### config.mk
export PLATFORM = sky130hd
export DESIGN_NAME = seq_alu_flat
export DESIGN_NICKNAME = d
export VERILOG_FILES = /design/src/rtl/seq_alu_if.sv /design/src/rtl/seq_alu.sv /design/src/flat_wrapper.sv
export SDC_FILE = /design/constraint.sdc
export NUM_CORES = 1
export LEC_CHECK = 0
export BUFFER_PORTS_ARGS = -buffer_cell sky130_fd_sc_hd__buf_2
export CAP_MARGIN = 30
export CORE_UTILIZATION = 55
export CTS_CLUSTER_DIAMETER = 40
export CTS_CLUSTER_SIZE = 8
export DETAILED_ROUTE_END_ITERATION = 16
export GPL_TIMING_DRIVEN = 0
export MAX_ROUTING_LAYER = met4
export PLACE_DENSITY = 0.84
export SKIP_LAST_GASP = 1
export SYNTH_ARGS = -nofsm -noshare
export SYNTH_HDL_FRONTEND = slang
export SYNTH_SLANG_ARGS = --single-unit
### constraint.sdc
create_clock -name clk -period 3.09 [get_ports clk]
set_input_delay 0.927 -clock clk [delete_from_list [all_inputs] [get_ports clk]]
set_output_delay 0.927 -clock clk [all_outputs]
set_load 0.01 [all_outputs]
### src/rtl/seq_alu_if.sv
// Request/response bundle for seq_alu: one accepted operation in, one
// registered result plus {n, z, c, v} flags out, each side valid/ready.
interface seq_alu_if #(
  parameter int WIDTH = 8
);
  logic             in_valid;
  logic             in_ready;
  logic [WIDTH-1:0] a;
  logic [WIDTH-1:0] b;
  logic [2:0]       s;
  logic             out_valid;
  logic             out_ready;
  logic [WIDTH-1:0] out;
  logic [3:0]       flags;

  modport master (
    output in_valid, a, b, s, out_ready,
    input  in_ready, out_valid, out, flags
  );

  modport slave (
    input  in_valid, a, b, s, out_ready,
    output in_ready, out_valid, out, flags
  );
endinterface

### src/rtl/seq_alu.sv
// Sequential ALU. Add/sub/logic ops complete in one cycle. A shift by k
// takes k cycles, one bit per cycle. A multiply takes WIDTH cycles of
// shift-add. The result is held in DONE until the consumer takes it.
module seq_alu #(
  parameter int WIDTH = 8
) (
  input logic      clk,
  input logic      rst_n,
  seq_alu_if.slave bus
);
  localparam int SHW = $clog2(WIDTH);
  localparam int CW  = SHW + 1;
  localparam logic [CW-1:0] CNT_MUL = CW'(WIDTH);
  localparam logic [CW-1:0] CNT_ONE = CW'(1);

  typedef enum logic [1:0] {IDLE, BUSY, DONE} state_e;
  typedef enum logic [2:0] {
    OP_ADD, OP_SUB, OP_AND, OP_OR, OP_NOT, OP_XOR, OP_SHL, OP_MUL
  } op_e;

  state_e             state_q, state_d;
  op_e                op_q;
  logic [2*WIDTH-1:0] acc_q;     // shl: value being shifted; mul: product
  logic [2*WIDTH-1:0] mcand_q;   // multiplicand, shifted left each step
  logic [WIDTH-1:0]   mplier_q;  // multiplier, shifted right each step
  logic [CW-1:0]      cnt_q;     // steps still to run in BUSY
  logic [WIDTH-1:0]   out_q;
  logic [3:0]         flags_q;

  logic [SHW-1:0]     k;
  logic               go_busy;
  logic               last_step;
  logic [WIDTH:0]     sum;
  logic [WIDTH-1:0]   diff;
  logic [WIDTH-1:0]   imm_res;
  logic               imm_c, imm_v;
  logic [2*WIDTH-1:0] mul_sum;
  logic [WIDTH-1:0]   step_res;
  logic               step_c;

  assign k         = bus.b[SHW-1:0];
  assign go_busy   = (bus.s == OP_MUL) || ((bus.s == OP_SHL) && (k != '0));
  assign last_step = (cnt_q == CNT_ONE);

  assign bus.in_ready  = (state_q == IDLE);
  assign bus.out_valid = (state_q == DONE);
  assign bus.out       = out_q;
  assign bus.flags     = flags_q;

  // State register.
  always_ff @(posedge clk or negedge rst_n) begin
    // NOTE: sequential state uses non-blocking (<=) so every register samples pre-edge values.
    if (!rst_n) state_q <= IDLE;
    else        state_q <= state_d;
  end

  // Next-state logic: single-cycle ops skip BUSY; DONE waits for out_ready.
  always_comb begin
    // NOTE: default first, so no path leaves state_d unassigned and infers a latch.
    state_d = state_q;
    unique case (state_q)
      IDLE: if (bus.in_valid) state_d = go_busy ? BUSY : DONE;
      BUSY: if (last_step)    state_d = DONE;
      DONE: if (bus.out_ready) state_d = IDLE;
      default: state_d = IDLE;
    endcase
  end

  // Single-cycle results, taken straight from the request operands.
  always_comb begin
    sum     = {1'b0, bus.a} + {1'b0, bus.b};
    diff    = bus.a - bus.b;
    imm_res = bus.a;             // also the k = 0 shift result
    imm_c   = 1'b0;
    imm_v   = 1'b0;
    unique case (op_e'(bus.s))
      OP_ADD: begin
        imm_res = sum[WIDTH-1:0];
        imm_c   = sum[WIDTH];
        imm_v   = (bus.a[WIDTH-1] == bus.b[WIDTH-1]) && (sum[WIDTH-1] != bus.a[WIDTH-1]);
      end
      OP_SUB: begin
        imm_res = diff;
        imm_c   = (bus.a < bus.b);
        imm_v   = (bus.a[WIDTH-1] != bus.b[WIDTH-1]) && (diff[WIDTH-1] != bus.a[WIDTH-1]);
      end
      OP_AND: imm_res = bus.a & bus.b;
      OP_OR:  imm_res = bus.a | bus.b;
      OP_NOT: imm_res = ~bus.a;
      OP_XOR: imm_res = bus.a ^ bus.b;
      default: imm_res = bus.a;
    endcase
  end

  // One BUSY step; on the final step this is the delivered result.
  always_comb begin
    mul_sum = acc_q + (mplier_q[0] ? mcand_q : '0);
    if (op_q == OP_MUL) begin
      step_res = mul_sum[WIDTH-1:0];
      step_c   = |mul_sum[2*WIDTH-1:WIDTH];
    end else begin
      step_res = {acc_q[WIDTH-2:0], 1'b0};
      step_c   = acc_q[WIDTH-1];
    end
  end

  // Datapath: latch operands on accept, iterate in BUSY, hold in DONE.
  always_ff @(posedge clk or negedge rst_n) begin
    // NOTE: every datapath register is reset, so an aborted operation leaves no residue.
    if (!rst_n) begin
      op_q     <= OP_ADD;
      acc_q    <= '0;
      mcand_q  <= '0;
      mplier_q <= '0;
      cnt_q    <= '0;
      out_q    <= '0;
      flags_q  <= '0;
    end else begin
      unique case (state_q)
        IDLE: if (bus.in_valid) begin
          op_q     <= op_e'(bus.s);
          mcand_q  <= {{WIDTH{1'b0}}, bus.a};
          mplier_q <= bus.b;
          if (bus.s == OP_MUL) begin
            acc_q <= '0;
            cnt_q <= CNT_MUL;
          end else begin
            acc_q <= {{WIDTH{1'b0}}, bus.a};
            cnt_q <= {1'b0, k};
          end
          if (!go_busy) begin
            out_q   <= imm_res;
            flags_q <= {imm_res[WIDTH-1], imm_res == '0, imm_c, imm_v};
          end
        end
        BUSY: begin
          cnt_q <= cnt_q - CNT_ONE;
          if (op_q == OP_MUL) begin
            acc_q    <= mul_sum;
            mcand_q  <= mcand_q << 1;
            mplier_q <= mplier_q >> 1;
          end else begin
            acc_q <= acc_q << 1;
          end
          if (last_step) begin
            out_q   <= step_res;
            flags_q <= {step_res[WIDTH-1], step_res == '0, step_c, 1'b0};
          end
        end
        default: ;  // DONE holds out/flags until the consumer takes them
      endcase
    end
  end
endmodule

### src/flat_wrapper.sv
// flat-port wrapper written by rule: the top's interface ports become plain ports
module seq_alu_flat 
#(
  parameter int WIDTH = 8
)
  (clk, rst_n, bus_in_valid, bus_a, bus_b, bus_s, bus_out_ready, bus_in_ready, bus_out_valid, bus_out, bus_flags);
  seq_alu_if #(.WIDTH(WIDTH)) bus_i ();
  input logic clk;
  input logic rst_n;
  input wire logic [$bits(bus_i.in_valid)-1:0] bus_in_valid;
  input wire logic [$bits(bus_i.a)-1:0] bus_a;
  input wire logic [$bits(bus_i.b)-1:0] bus_b;
  input wire logic [$bits(bus_i.s)-1:0] bus_s;
  input wire logic [$bits(bus_i.out_ready)-1:0] bus_out_ready;
  output wire logic [$bits(bus_i.in_ready)-1:0] bus_in_ready;
  output wire logic [$bits(bus_i.out_valid)-1:0] bus_out_valid;
  output wire logic [$bits(bus_i.out)-1:0] bus_out;
  output wire logic [$bits(bus_i.flags)-1:0] bus_flags;
  assign bus_i.in_valid = bus_in_valid;
  assign bus_i.a = bus_a;
  assign bus_i.b = bus_b;
  assign bus_i.s = bus_s;
  assign bus_i.out_ready = bus_out_ready;
  assign bus_in_ready = bus_i.in_ready;
  assign bus_out_valid = bus_i.out_valid;
  assign bus_out = bus_i.out;
  assign bus_flags = bus_i.flags;
  seq_alu #(.WIDTH(WIDTH)) u_core (.clk(clk), .rst_n(rst_n), .bus(bus_i));
endmodule
==> results of run 1 <==
per-layer routing:
metal  vias up  GRT usage [%]
met5         -              -
met4         0           13.9
met3        46           5.11
met2       292           52.7
met1      2475           45.5
li1       2364              -
critical path: stages:
cell,delay (ps)
buf_2,170
inv_1,100
ha_1,370
buf_2,230
nor3_4,210
o31ai_4,110
a221oi_2,340
o41ai_4,170
nand4bb_1,250
nor4_2,240
a31oi_1,110
cell families after synthesis:
family | synth area share [%]
flip-flops | 30.1
AO/OA/AOI/OAI | 26.0
XOR/XNOR | 3.17
adder cells (fa/ha/maj) | 11.5
buffers and inverters | 5.70
AND/OR/NAND/NOR | 21.2
multiplexers | 2.36
worst max-delay path by stage:
stage | endpoint | slack [ps] | depth (start not counted)
after floorplan | u_core.bus.flags[2]$_DFFE_PN0P_ | 120 | 11
after detailed placement | u_core.bus.flags[1]$_DFFE_PN0P_ | -660 | 12
after global placement | u_core.bus.flags[1]$_DFFE_PN0P_ | -630 | 11
after global routing | u_core.bus.flags[1]$_DFFE_PN0P_ | -20 | 11
after CTS | u_core.bus.flags[1]$_DFFE_PN0P_ | 6 | 11
final | u_core.bus.flags[1]$_DFFE_PN0P_ | 70 | 11
cells in the final DEF, fill, tap and decap left out, types with 5 or more instances in the layout:
master / count
o31ai_1: 5
inv_1: 23
and2_1: 16
buf_4: 12
nor2_1: 63
ha_1: 34
o21ai_0: 62
o21a_1: 6
xor2_1: 9
clkbuf_8: 10
nand2_1: 92
o21ai_1: 10
o22ai_1: 6
clkbuf_1: 23
ha_4: 5
nor3_1: 13
buf_2: 31
a21oi_1: 54
a22oi_1: 6
dfrtp_1: 59
xnor2_1: 9
nand3_1: 10
a31oi_1: 6
registers in the layout, summed over array words and instances, names as in the netlist:
| signal | flops |
|---|---|
| u_core.mplier_q | 8 |
| u_core.op_q | 3 |
| u_core.state_q | 2 |
| u_core.cnt_q | 4 |
| u_core.acc_q | 16 |
| u_core.mcand_q | 16 |
| u_core.bus.flags | 4 |
| u_core.bus.out | 7 |
power by group:
part / internal [mW] / leakage, nW / switching, mW / total [mW]
Combinational: 0.840 / 1.69 / 1.36 / 2.20
Clock: 0.385 / 0.0979 / 0.325 / 0.710
Sequential: 1.08 / 0.761 / 0.249 / 1.33
layout make-up:
cell class              instances  area share, %
clock inverters                 5          0.899
inverters                      32           2.29
well taps                     108           2.31
repair buffers                 45           4.94
flip-flops and latches         60           25.7
multi-input cells             508           58.6
plain buffers                  36           2.91
clock buffers                  10           2.35
timing repair:
item                                    4_1_cts  5_1_grt
gates cloned                                  0        0
pin swaps                                     2       16
setup buffers                                 0       10
resized for setup                             9       60
endpoints found under the setup margin        5        8
==> summary.md, run 1 <==
| Metric | Value |
|---|---|
| Outcome | finished clean |
| PD cells | a little over 700 nW/µm² |
| Max Cap Viol | 0 |
| Worst Hold Class | reg -> reg |
| Unique masters post-synth | 70 |
| Antenna Cells | 0 |
| H-tree levels | 3 |
| R2R Setup Slk | roughly 170 ps |
| Area of the multi-input gates | approximately 3400 µm² |
| Post-layout util | around two thirds |
| TritonCTS Buffers | 9 |
| Fraction of registers with async set/reset | 100% |
| GRT Residual Overflow | 0 |
| Detailed placement HPWL | 11,500 µm |
| Synth cell count leaders | nand2_1, nor2_1, o21ai_0, dfrtp_1, a21oi_1 |
| Met2 Wirelength | roughly 7200 µm |
| CTS Buffer Depth | 2 |
| Clock latency on the worst-skew pair | between 300 and 400 ps |
| GRT Total Usage | between 30% and 40% |
| Vias in the first global route | ~5,000 |
| R2R Path Start | u_core.mplier_q[0]$_DFFE_PN0P_ |
| Nets@finish | ~760 |
| Fin crit share | between 90% and 100% |
| Clock skew | about 9.9 ps |
| Finish-stage setup viols | 0 |
| Hold path start | u_core.mplier_q[4]$_DFFE_PN0P_ |
| Number of synthesized flops with an enable pin | 0 |
| Drt first pass iters | 6 |
| Period minus WS final | between 3000 and 4000 ps |
| Register area share after synthesis | 30.1% |
| Die area | about 9400 µm² |
| Cts hold-fix bufs | 0 |
| Remaining DRCs | 0 |
| Mapped cell area | about 5000 µm² |
| CP Capture Type | flop |
| Placed cell area | around 5300 µm² |
| Placed Instances | slightly below 800 |
| Worst setup slack after placement | -659 ps |
| Boundary pin count | 37 |
| Rel. slew slack | a little under three fifths |
| CP Max Fanout | 10 |
| Starting Density | a little under three fifths |
| Lkg Pwr | approximately 2.6 nW |
| Max Used Layer | met4 |
| Most common cell in the netlist | nand2_1 |
| TNS Setup | 0 ps |
| Met1 WL | 6670 µm |
| Reg2reg path depth | 11 |
| First-pass GRT wire length | around 25,000 µm |
| Setup ws final | around 70 ps |
| Core Area | between 8000 and 9000 µm² |
| Die width | slightly below 100 µm |
| Syn_nets | just over 700 |
| WHS Path Cells | 2 |
| Row cnt | 34 |
| Reg area | about 1500 µm² |
| Max-slew violations | 0 |
| Worst-margin pin slew | between 600 and 700 ps |
| Most used DFF post-synth | dfrtp_1 |
| CTS sink cnt | 60 |
| Crit path launch | bus_a[6] |
| Crit Path Class | in -> reg |
| Cell taking the most area after synthesis | dfrtp_1 |
| Vias | 5,177 |
| Number of I/O port buffers | 34 |
| Initial antenna violation count | 0 |
| Syn avg cell area | 7.82 µm² |
| P&R area growth vs syn | 17.4% |
| Gpl congestion | just over 0.9 |
| Height of the die | 97.2 µm |
| Number of failing hold endpoints at the final stage | 0 |
| # fillers | slightly above 700 |
| Fin area | 5850 µm² |
| Max Fclk | between 0.3 and 0.4 GHz |
| Worst setup SP type | input pin |
| Worst Path Required | about 3300 ps |
| Synth Warn # | 0 |
| Hold WS | just under 500 ps |
| Largest net degree at the start of global routing | 41 |
| Root buf cell | clkbuf_8 |
| Share of layout cells above drive strength 1 | around 17% |
| Final WL | 15,600 µm |
| Antenna-violating nets left | 0 |
| Number of synthesized register bits | 60 |
| DRT iter0 DRCs | between 400 and 500 |
| Power after layout | between 4 and 5 mW |
| Finished Layout Cells | between 800 and 900 |
| Hold worst-path end | u_core.mplier_q[4]$_DFFE_PN0P_ |
| Area contributors post-synth | dfrtp_1, ha_1, nand2_1, o21ai_0, a21oi_1 |
| CP Data Arrival Time | 3240 ps |
| Met3 WL | between 1000 and 1500 µm |
| Routed vias/inst | approximately 6.4 |
| Number of cells produced by synthesis | between 600 and 700 |
| CTS tree | yes |
| Top cell type's share of synthesized area | approximately 30% |
| RR Endpoint | u_core.bus.flags[1]$_DFFE_PN0P_ |
| Routed WL per cell | about 19 µm |
| Clock transition at path regs | 70 ps |
| VDD IR-drop max | 0.000386 V |
Power figures use the tool's default switching activity.
==> run 2: changes to the inputs <==
--- a/config.mk
+++ b/config.mk
@@ -7,6 +7,7 @@
 export LEC_CHECK = 0
 export BUFFER_PORTS_ARGS = -buffer_cell sky130_fd_sc_hd__buf_2
 export CAP_MARGIN = 30
+export CORE_ASPECT_RATIO = 1.25
 export CORE_UTILIZATION = 55
 export CTS_CLUSTER_DIAMETER = 40
 export CTS_CLUSTER_SIZE = 8
==> run 2 against run 1 <==
Final area down 0.62%. Sequential power about the same. Combinational power about the same. First-iteration DRC count up 24%. Die area about the same. Fmax down 1.7%. Largest power group unchanged. Highest routed layer unchanged.
==> summary.md, run 2 (synthesis gave the netlist of run 1 again) <==
| Metric | Value |
|---|---|
| Row cnt | 38 (+12%) |
| Die area | 9440 µm² (about the same) |
| Boundary pin count | 37 (unchanged) |
| Remaining DRCs | 0 (unchanged) |
| Routed vias/inst | 6.28 (-2.5%) |
| First-pass GRT wire length | 24,300 µm (-2.8%) |
| RR Endpoint | u_core.acc_q[12]$_DFFE_PN0P_ |
| Crit-path most repeated cell | nor3_1 |
| Worst Path Required | 3320 ps (about the same) |
| Nets@finish | 756 (-0.40%) |
| Finished Layout Cells | 814 (+1.2%) |
| Drt first pass iters | 6 (unchanged) |
| CTS sink cnt | 60 (unchanged) |
| Hold path start | u_core.mplier_q[4]$_DFFE_PN0P_ |
| CP Max Fanout | 5 (-5) |
| Critical path, cell by cell | buf_2 > ha_2 > inv_1 > fa_2 > nor2b_1 > o31a_1 > o21a_1 > nor3_1 > or4b_1 > a21oi_2 > nor3_1 > a21o_1 |
| WHS Path Cells | 2 (unchanged) |
| R2R Path Start | u_core.mplier_q[0]$_DFFE_PN0P_ |
| Largest net degree at the start of global routing | 41 (unchanged) |
| DRT iter0 DRCs | 504 (+24%) |
| Vias in the first global route | 4,939 (-0.70%) |
| Crit Path Class | in -> reg |
| Clock latency on the worst-skew pair | 340 ps (about the same) |
| Number of I/O port buffers | 34 (unchanged) |
| Rel. slew slack | 54.8% (-2.8 points) |
| Cts hold-fix bufs | 0 (unchanged) |
| Hold worst-path end | u_core.mplier_q[4]$_DFFE_PN0P_ |
| Max Fclk | 0.325 GHz (-1.7%) |
| Antenna-violating nets left | 0 (unchanged) |
| Antenna Cells | 0 (unchanged) |
| Crit path launch | bus_b[0] |
| Max stage delay on crit path | 490 ps (+120 ps) |
| CP Capture Type | flop |
| Most frequent cells in the layout | nand2_1, nor2_1, o21ai_0, dfrtp_1, a21oi_1 |
| Placed cell area | 5320 µm² (+0.28%) |
| Die width | 87.1 µm (-10%) |
| Worst-margin pin slew | 661 ps (+40.8 ps) |
| Outcome | finished clean |
| Final WL | 15,300 µm (-2.4%) |
| Initial antenna violation count | 0 (unchanged) |
| VDD IR-drop max | 0.000330 V (-15%) |
| Root buf cell | clkbuf_8 |
| Share of layout cells above drive strength 1 | 16.7% (-0.53 points) |
| Worst Hold Class | reg -> reg |
| Clock skew | 13.2 ps (+3.25 ps) |
| Height of the die | 108 µm (+12%) |
| Worst setup SP type | input pin |
| Routed WL per cell | 18.7 µm (-3.6%) |
| PD cells | 722 nW/µm² (-0.34%) |
| Fin area | 5810 µm² (-0.62%) |
| Max Cap Viol | 0 (unchanged) |
| Commonest non-fill, non-tap cell in the layout | nand2_1 |
| H-tree levels | 3 (unchanged) |
| CTS Buffer Depth | 2 (unchanged) |
| CP max stage cell | or4b_1 |
| R2R Setup Slk | 140 ps (-30 ps) |
| Post-layout util | 66.4% (-0.30 points) |
| Period minus WS final | 3070 ps (+51.9 ps) |
| Clock transition at path regs | 70 ps (about the same) |
| Number of failing hold endpoints at the final stage | 0 (unchanged) |
| RSZ-0062 raised after global routing | yes |
| Finish-stage setup viols | 0 (unchanged) |
| CTS tree | yes |
| Lkg Pwr | 2.54 nW (-0.63%) |
| Gpl congestion | 0.975 (+5.0%) |
| Top flop regs | u_core.acc_q: 16 flops, u_core.mcand_q: 16 flops, u_core.mplier_q: 8 flops |
| GRT Total Usage | 34.8% (+0.57 points) |
| CP Data Arrival Time | 3310 ps (+70 ps) |
| TNS Setup | 0 ps (unchanged) |
| Power after layout | 4.20 mW (-0.96%) |
| Core Area | 8750 µm² (-0.17%) |
| Detailed placement HPWL | 11,500 µm (-0.20%) |
| Fin crit share | 99.4% (+1.7 points) |
| Starting Density | 56.9% (+0.098 points) |
| P&R area growth vs syn | 16.7% |
| Reg2reg path depth | 11 (unchanged) |
| Placed Instances | 792 (+1.5%) |
| GRT Residual Overflow | 0 (unchanged) |
| Max-slew violations | 0 (unchanged) |
| TritonCTS Buffers | 9 (unchanged) |
| Vias | 5,110 (-1.3%) |
[run 2: per-stage QoR]
step           setup slack, ps  hold slack [ps]
6_report                  17.7              485
5_1_grt                  -71.6              517
4_1_cts                  -4.14              490
3_5_place_dp              -627              476
3_3_place_gp              -551              466
2_1_floorplan              120              450
[run 2: layout make-up]
cell class	instances	area, µm²
Multi-Input combinational cell	508	3390
Sequential cell	60	1500
Tap cell	120	150
Inverter	32	129
Buffer	36	176
Fill cell	767	2940
Timing Repair Buffer	42	260
Clock buffer	16	200
[run 2: where the power goes]
group / internal, mW / switching, mW
Combinational: 0.826 / 1.35
Sequential: 1.08 / 0.241
Clock: 0.402 / 0.301
Total: 2.31 / 1.89
[run 2: worst max path at each step]
stage / to / slack (ps)
2_1_floorplan: u_core.bus.flags[2]$_DFFE_PN0P_ / 120
3_3_place_gp: u_core.bus.flags[1]$_DFFE_PN0P_ / -550
3_5_place_dp: u_core.bus.flags[1]$_DFFE_PN0P_ / -630
4_1_cts: u_core.bus.flags[1]$_DFFE_PN0P_ / -4
5_1_grt: u_core.bus.flags[1]$_DFFE_PN0P_ / -70
6_report: u_core.bus.flags[2]$_DFFE_PN0P_ / 20
[run 2: critical path: cells and delay by family]
kind | cells | cell delay, ps
adders and majority gates | 2 | 590
and+or+nand+nor | 4 | 830
AOI/OAI and AO/OA | 4 | 750
buffers and inverters | 2 | 220
[run 2: repair_timing]
| item | in CTS | in global routing |
|---|---|---|
| pin swaps | 0 | 17 |
| gates resized for setup | 7 | 56 |
| endpoints found under the setup margin | 3 | 7 |
| setup buffers | 2 | 5 |
[run 2: layer usage]
metal	track usage, %	part of all wire, %
met1	37.8	38
met5	-	0
met4	23.9	6.8
met3	6.72	6.6
met2	57.4	49
==> run 3: changes to the inputs <==
--- a/config.mk
+++ b/config.mk
@@ -5,6 +5,7 @@
 export SDC_FILE = /design/constraint.sdc
 export NUM_CORES = 1
 export LEC_CHECK = 0
+export ABC_AREA = 1
 export BUFFER_PORTS_ARGS = -buffer_cell sky130_fd_sc_hd__buf_2
 export CAP_MARGIN = 30
 export CORE_ASPECT_RATIO = 1.25
==> run 3 against run 2 <==
Final area up 2.9%. Sequential share of layout area down 0.74 points. Sequential cell count unchanged. Register-to-register slack better by 270 ps. Count of clock-buffer cells in the layout down 3. Non-clock buffer count down 16. Wire length down 1.3%. Largest cell class unchanged. Synthesized cell count up 31%. Final cell count up 24%.
==> summary.md, run 3 <==
| Metric | Value |
|---|---|
| Outcome | finished clean |
| First-pass GRT wire length | 24,800 µm (+2.2%) |
| PD cells | 804 nW/µm² (+11%) |
| Most common cell in the netlist | nand2_1 |
| Antenna Cells | 0 (unchanged) |
| Register area share after synthesis | 28.0% (-2.1 points) |
| Worst Hold Class | reg -> reg |
| Sw Share | 46.6% (+1.5 points) |
| R2R Path Start | u_core.mplier_q[0]$_DFFE_PN0P_ |
| NetSw | 2.24 mW (+18%) |
| Number of cells produced by synthesis | 835 (+31%) |
| Power share of the combinational group | 53.5% (+1.7 points) |
| Lkg Pwr | 3.27 nW (+29%) |
| CP Depth | 18 (+6) |
| Most used DFF post-synth | dfrtp_1 |
| Fraction of registers with async set/reset | 100% (unchanged) |
| CTS sink cnt | 60 (unchanged) |
| Syn_nets | 902 (+28%) |
| Starting Density | 57.5% (+0.60 points) |
| CTS Buffer Depth | 2 (unchanged) |
| H-tree levels | 3 (unchanged) |
| Cell taking the most area after synthesis | dfrtp_1 |
| Clock skew | 7.48 ps (-5.70 ps) |
| Syn avg cell area | 6.42 µm² (-18%) |
| Critical path, cell by cell | buf_2 > inv_1 > ha_1 > inv_1 > fa_1 > inv_1 > nand2_1 > nand2_1 > nor2_1 > nor2_1 > nand2_1 > nor2_2 > nand2_1 > nor2_1 > nand3_1 > nor2_1 > nand2_1 > a21oi_1 |
| Reg area | 1500 µm² (about the same) |
| CTS tree | yes |
| CP Data Arrival Time | 2970 ps (-340 ps) |
| Share of total power in the clock network | 18.9% (+2.1 points) |
| Core Area | 9320 µm² (+6.5%) |
| CP max stage cell | fa_1 |
| Area contributors post-synth | dfrtp_1, nand2_1, ha_1, inv_1, nand3_1 |
| Largest net degree at the start of global routing | 38 (-7.3%) |
| Post-layout util | 64.1% (-2.3 points) |
| Cts hold-fix bufs | 0 (unchanged) |
| Die width | 90.3 µm (+3.7%) |
| GRT Total Usage | 32.1% (-2.8 points) |
| CP Buf/Inv Count | 4 (+2) |
| Clock transition at path regs | 50 ps (-20 ps) |
| Synth cell count leaders | nand2_1, inv_1, nand3_1, nor2_1, dfrtp_1 |
| Mapped cell area | 5360 µm² (+7.7%) |
| Rel. slew slack | 62.2% (+7.4 points) |
| Drt first pass iters | 5 (-1) |
| Post-CTS setup buffers | 0 (-2) |
| Share of layout cells above drive strength 1 | 8.81% (-7.9 points) |
| Clock latency on the worst-skew pair | 330 ps (about the same) |
| Max Cap Viol | 0 (unchanged) |
| WHS Path Cells | 2 (unchanged) |
| Row cnt | 39 (+2.6%) |
| Max stage delay on crit path | 430 ps (-60 ps) |
| Max-slew violations | 0 (unchanged) |
| TNS Setup | 0 ps (unchanged) |
| Vias | 5,551 (+8.6%) |
| # fillers | 873 (+14%) |
| CP Max Fanout | 4 (-1) |
| Remaining DRCs | 0 (unchanged) |
| Height of the die | 112 µm (+3.7%) |
| Final WL | 15,100 µm (-1.3%) |
| Crit-path most repeated cell | nand2_1 |
| Number of synthesized register bits | 60 (unchanged) |
| Antenna-violating nets left | 0 (unchanged) |
| Hold path start | u_core.bus.flags[0]$_DFFE_PN0P_ |
| Cell family with most CP delay | simple AND/OR/NAND/NOR gates |
| Initial antenna violation count | 0 (unchanged) |
| Worst setup SP type | input pin |
| Top flop regs | u_core.acc_q: 16 flops, u_core.mcand_q: 16 flops, u_core.mplier_q: 8 flops |
| RR Endpoint | u_core.bus.flags[1]$_DFFE_PN0P_ |
| RSZ-0062 raised after global routing | no |
| Nets@finish | 948 (+25%) |
| Area of the multi-input gates | 3210 µm² (-5.3%) |
| Number of failing hold endpoints at the final stage | 0 (unchanged) |
| Finish-stage setup viols | 0 (unchanged) |
| Max Fclk | 0.368 GHz (+13%) |
| TritonCTS Buffers | 9 (unchanged) |
| Top cell type's share of synthesized area | 28.0% (-2.1 points) |
| Routed WL per cell | 14.9 µm (-20%) |
| R2R Setup Slk | 410 ps (+270 ps) |
| Reg2reg path depth | 17 (+6) |
| Synth Warn # | 0 (unchanged) |
| Boundary pin count | 37 (unchanged) |
| Detailed placement HPWL | 12,000 µm (+4.1%) |
| Unique masters post-synth | 43 (-39%) |
| Root buf cell | clkbuf_16 |
| Most frequent cells in the layout | nand2_1, inv_1, nand3_1, nor2_1, dfrtp_1 |
| Routed vias/inst | 5.51 (-12%) |
| Crit Path Class | in -> reg |
| Vias in the first global route | 5,249 (+6.3%) |
| Gpl congestion | 0.958 (-1.7%) |
| Worst-margin pin slew | 565 ps (-96.0 ps) |
| Commonest non-fill, non-tap cell in the layout | nand2_1 |
| Hold worst-path end | u_core.bus.flags[0]$_DFFE_PN0P_ |
| Period minus WS final | 2720 ps (-354 ps) |
| P&R area growth vs syn | 11.5% |
| VDD IR-drop max | 0.000314 V (-4.9%) |
| CP Capture Type | flop |
| DRT iter0 DRCs | 518 (+2.8%) |
| GRT Residual Overflow | 0 (unchanged) |
| Fin crit share | 88.0% (-11 points) |
| Die area | 10,200 µm² (+7.5%) |
| Cell internal pwr | 2.57 mW (+11%) |
| # resized after CTS | 0 (-7) |
| Worst Path Required | 3350 ps (+30 ps) |
| Number of I/O port buffers | 34 (unchanged) |
| Number of synthesized flops with an enable pin | 0 (unchanged) |
| Part of the power in registers | 27.6% (-3.8 points) |
-- run 3: metrics by stage --
step / instance area (µm²) / total power [mW] / worst slack (ps) / hold slack [ps] / cells
floorplan: 5360 / 3.16 / 562 / 471 / 835
global placement: 5690 / 3.79 / 70.6 / 461 / 992
detailed placement: 5710 / 3.84 / 73.9 / 467 / 993
CTS: 5980 / 4.78 / 413 / 480 / 1008
global route: 5980 / 5.20 / 147 / 525 / 1008
finish: 5980 / 4.80 / 372 / 476 / 1008
-- run 3: cell type report --
| cell class | instances | area share, % |
|---|---|---|
| plain buffers | 27 | 2.16 |
| clock buffers | 13 | 4.35 |
| clock inverters | 2 | 0.167 |
| inverters | 138 | 8.71 |
| multi-input cells | 610 | 53.7 |
| flip-flops and latches | 60 | 25.1 |
| well taps | 123 | 2.57 |
| repair buffers | 35 | 3.18 |
-- run 3: worst max-delay path by stage --
stage | start | to | slack [ps]
after floorplan | bus_a[0] | u_core.bus.flags[2]$_DFFE_PN0P_ | 560
after global placement | bus_a[0] | u_core.bus.flags[2]$_DFFE_PN0P_ | 70
after detailed placement | bus_a[0] | u_core.bus.flags[2]$_DFFE_PN0P_ | 70
after CTS | bus_a[0] | u_core.bus.flags[2]$_DFFE_PN0P_ | 410
after global routing | bus_a[0] | u_core.bus.flags[2]$_DFFE_PN0P_ | 150
final | bus_a[0] | u_core.bus.flags[2]$_DFFE_PN0P_ | 370
-- run 3: routing by layer --
metal	vias to the layer above	track usage (%)	share of wire, %
li1	2802	-	-
met1	2501	37.1	41
met2	202	54.3	50
met3	46	4.81	5.6
met4	0	15.9	3.7
met5	-	-	0
-- run 3: power by group through the flow --
| stage | registers, mW | clock network [mW] | logic, mW |
|---|---|---|---|
| global placement | 1.31 | 0 | 2.48 |
| detailed placement | 1.32 | 0 | 2.52 |
| finish | 1.33 | 0.906 | 2.57 |
| floorplan | 1.29 | 0 | 1.87 |
| CTS | 1.32 | 0.914 | 2.55 |
| global route | 1.36 | 0.936 | 2.91 |
-- run 3: kinds of logic (layout without fill, tap and decap cells) --
kind of cell	count (synthesis)	in the layout	share of synthesized area (%)
AO/OA/AOI/OAI	127	127	13.9
XOR/XNOR	5	5	0.817
AND/OR/NAND/NOR	434	434	34.5
flip-flops	60	60	28.0
buffers and inverters	165	215	12.1
adder cells (fa/ha/maj)	44	44	10.7
-- run 3: worst register-to-register path, stage by stage (launching register included) --
cell and delay [ps]:
dfrtp_1 310, clkbuf_1 310, clkbuf_1 370, nand2_1 100
inv_1 90, ha_1 280, nand2_1 130, inv_1 60
nand2_1 60, nand2_1 60, a21oi_1 230, nand3_1 160
nand2_1 100, nand2_1 50, nor2_1 90, nand2_1 60
nand2_1 60, a21oi_1 50
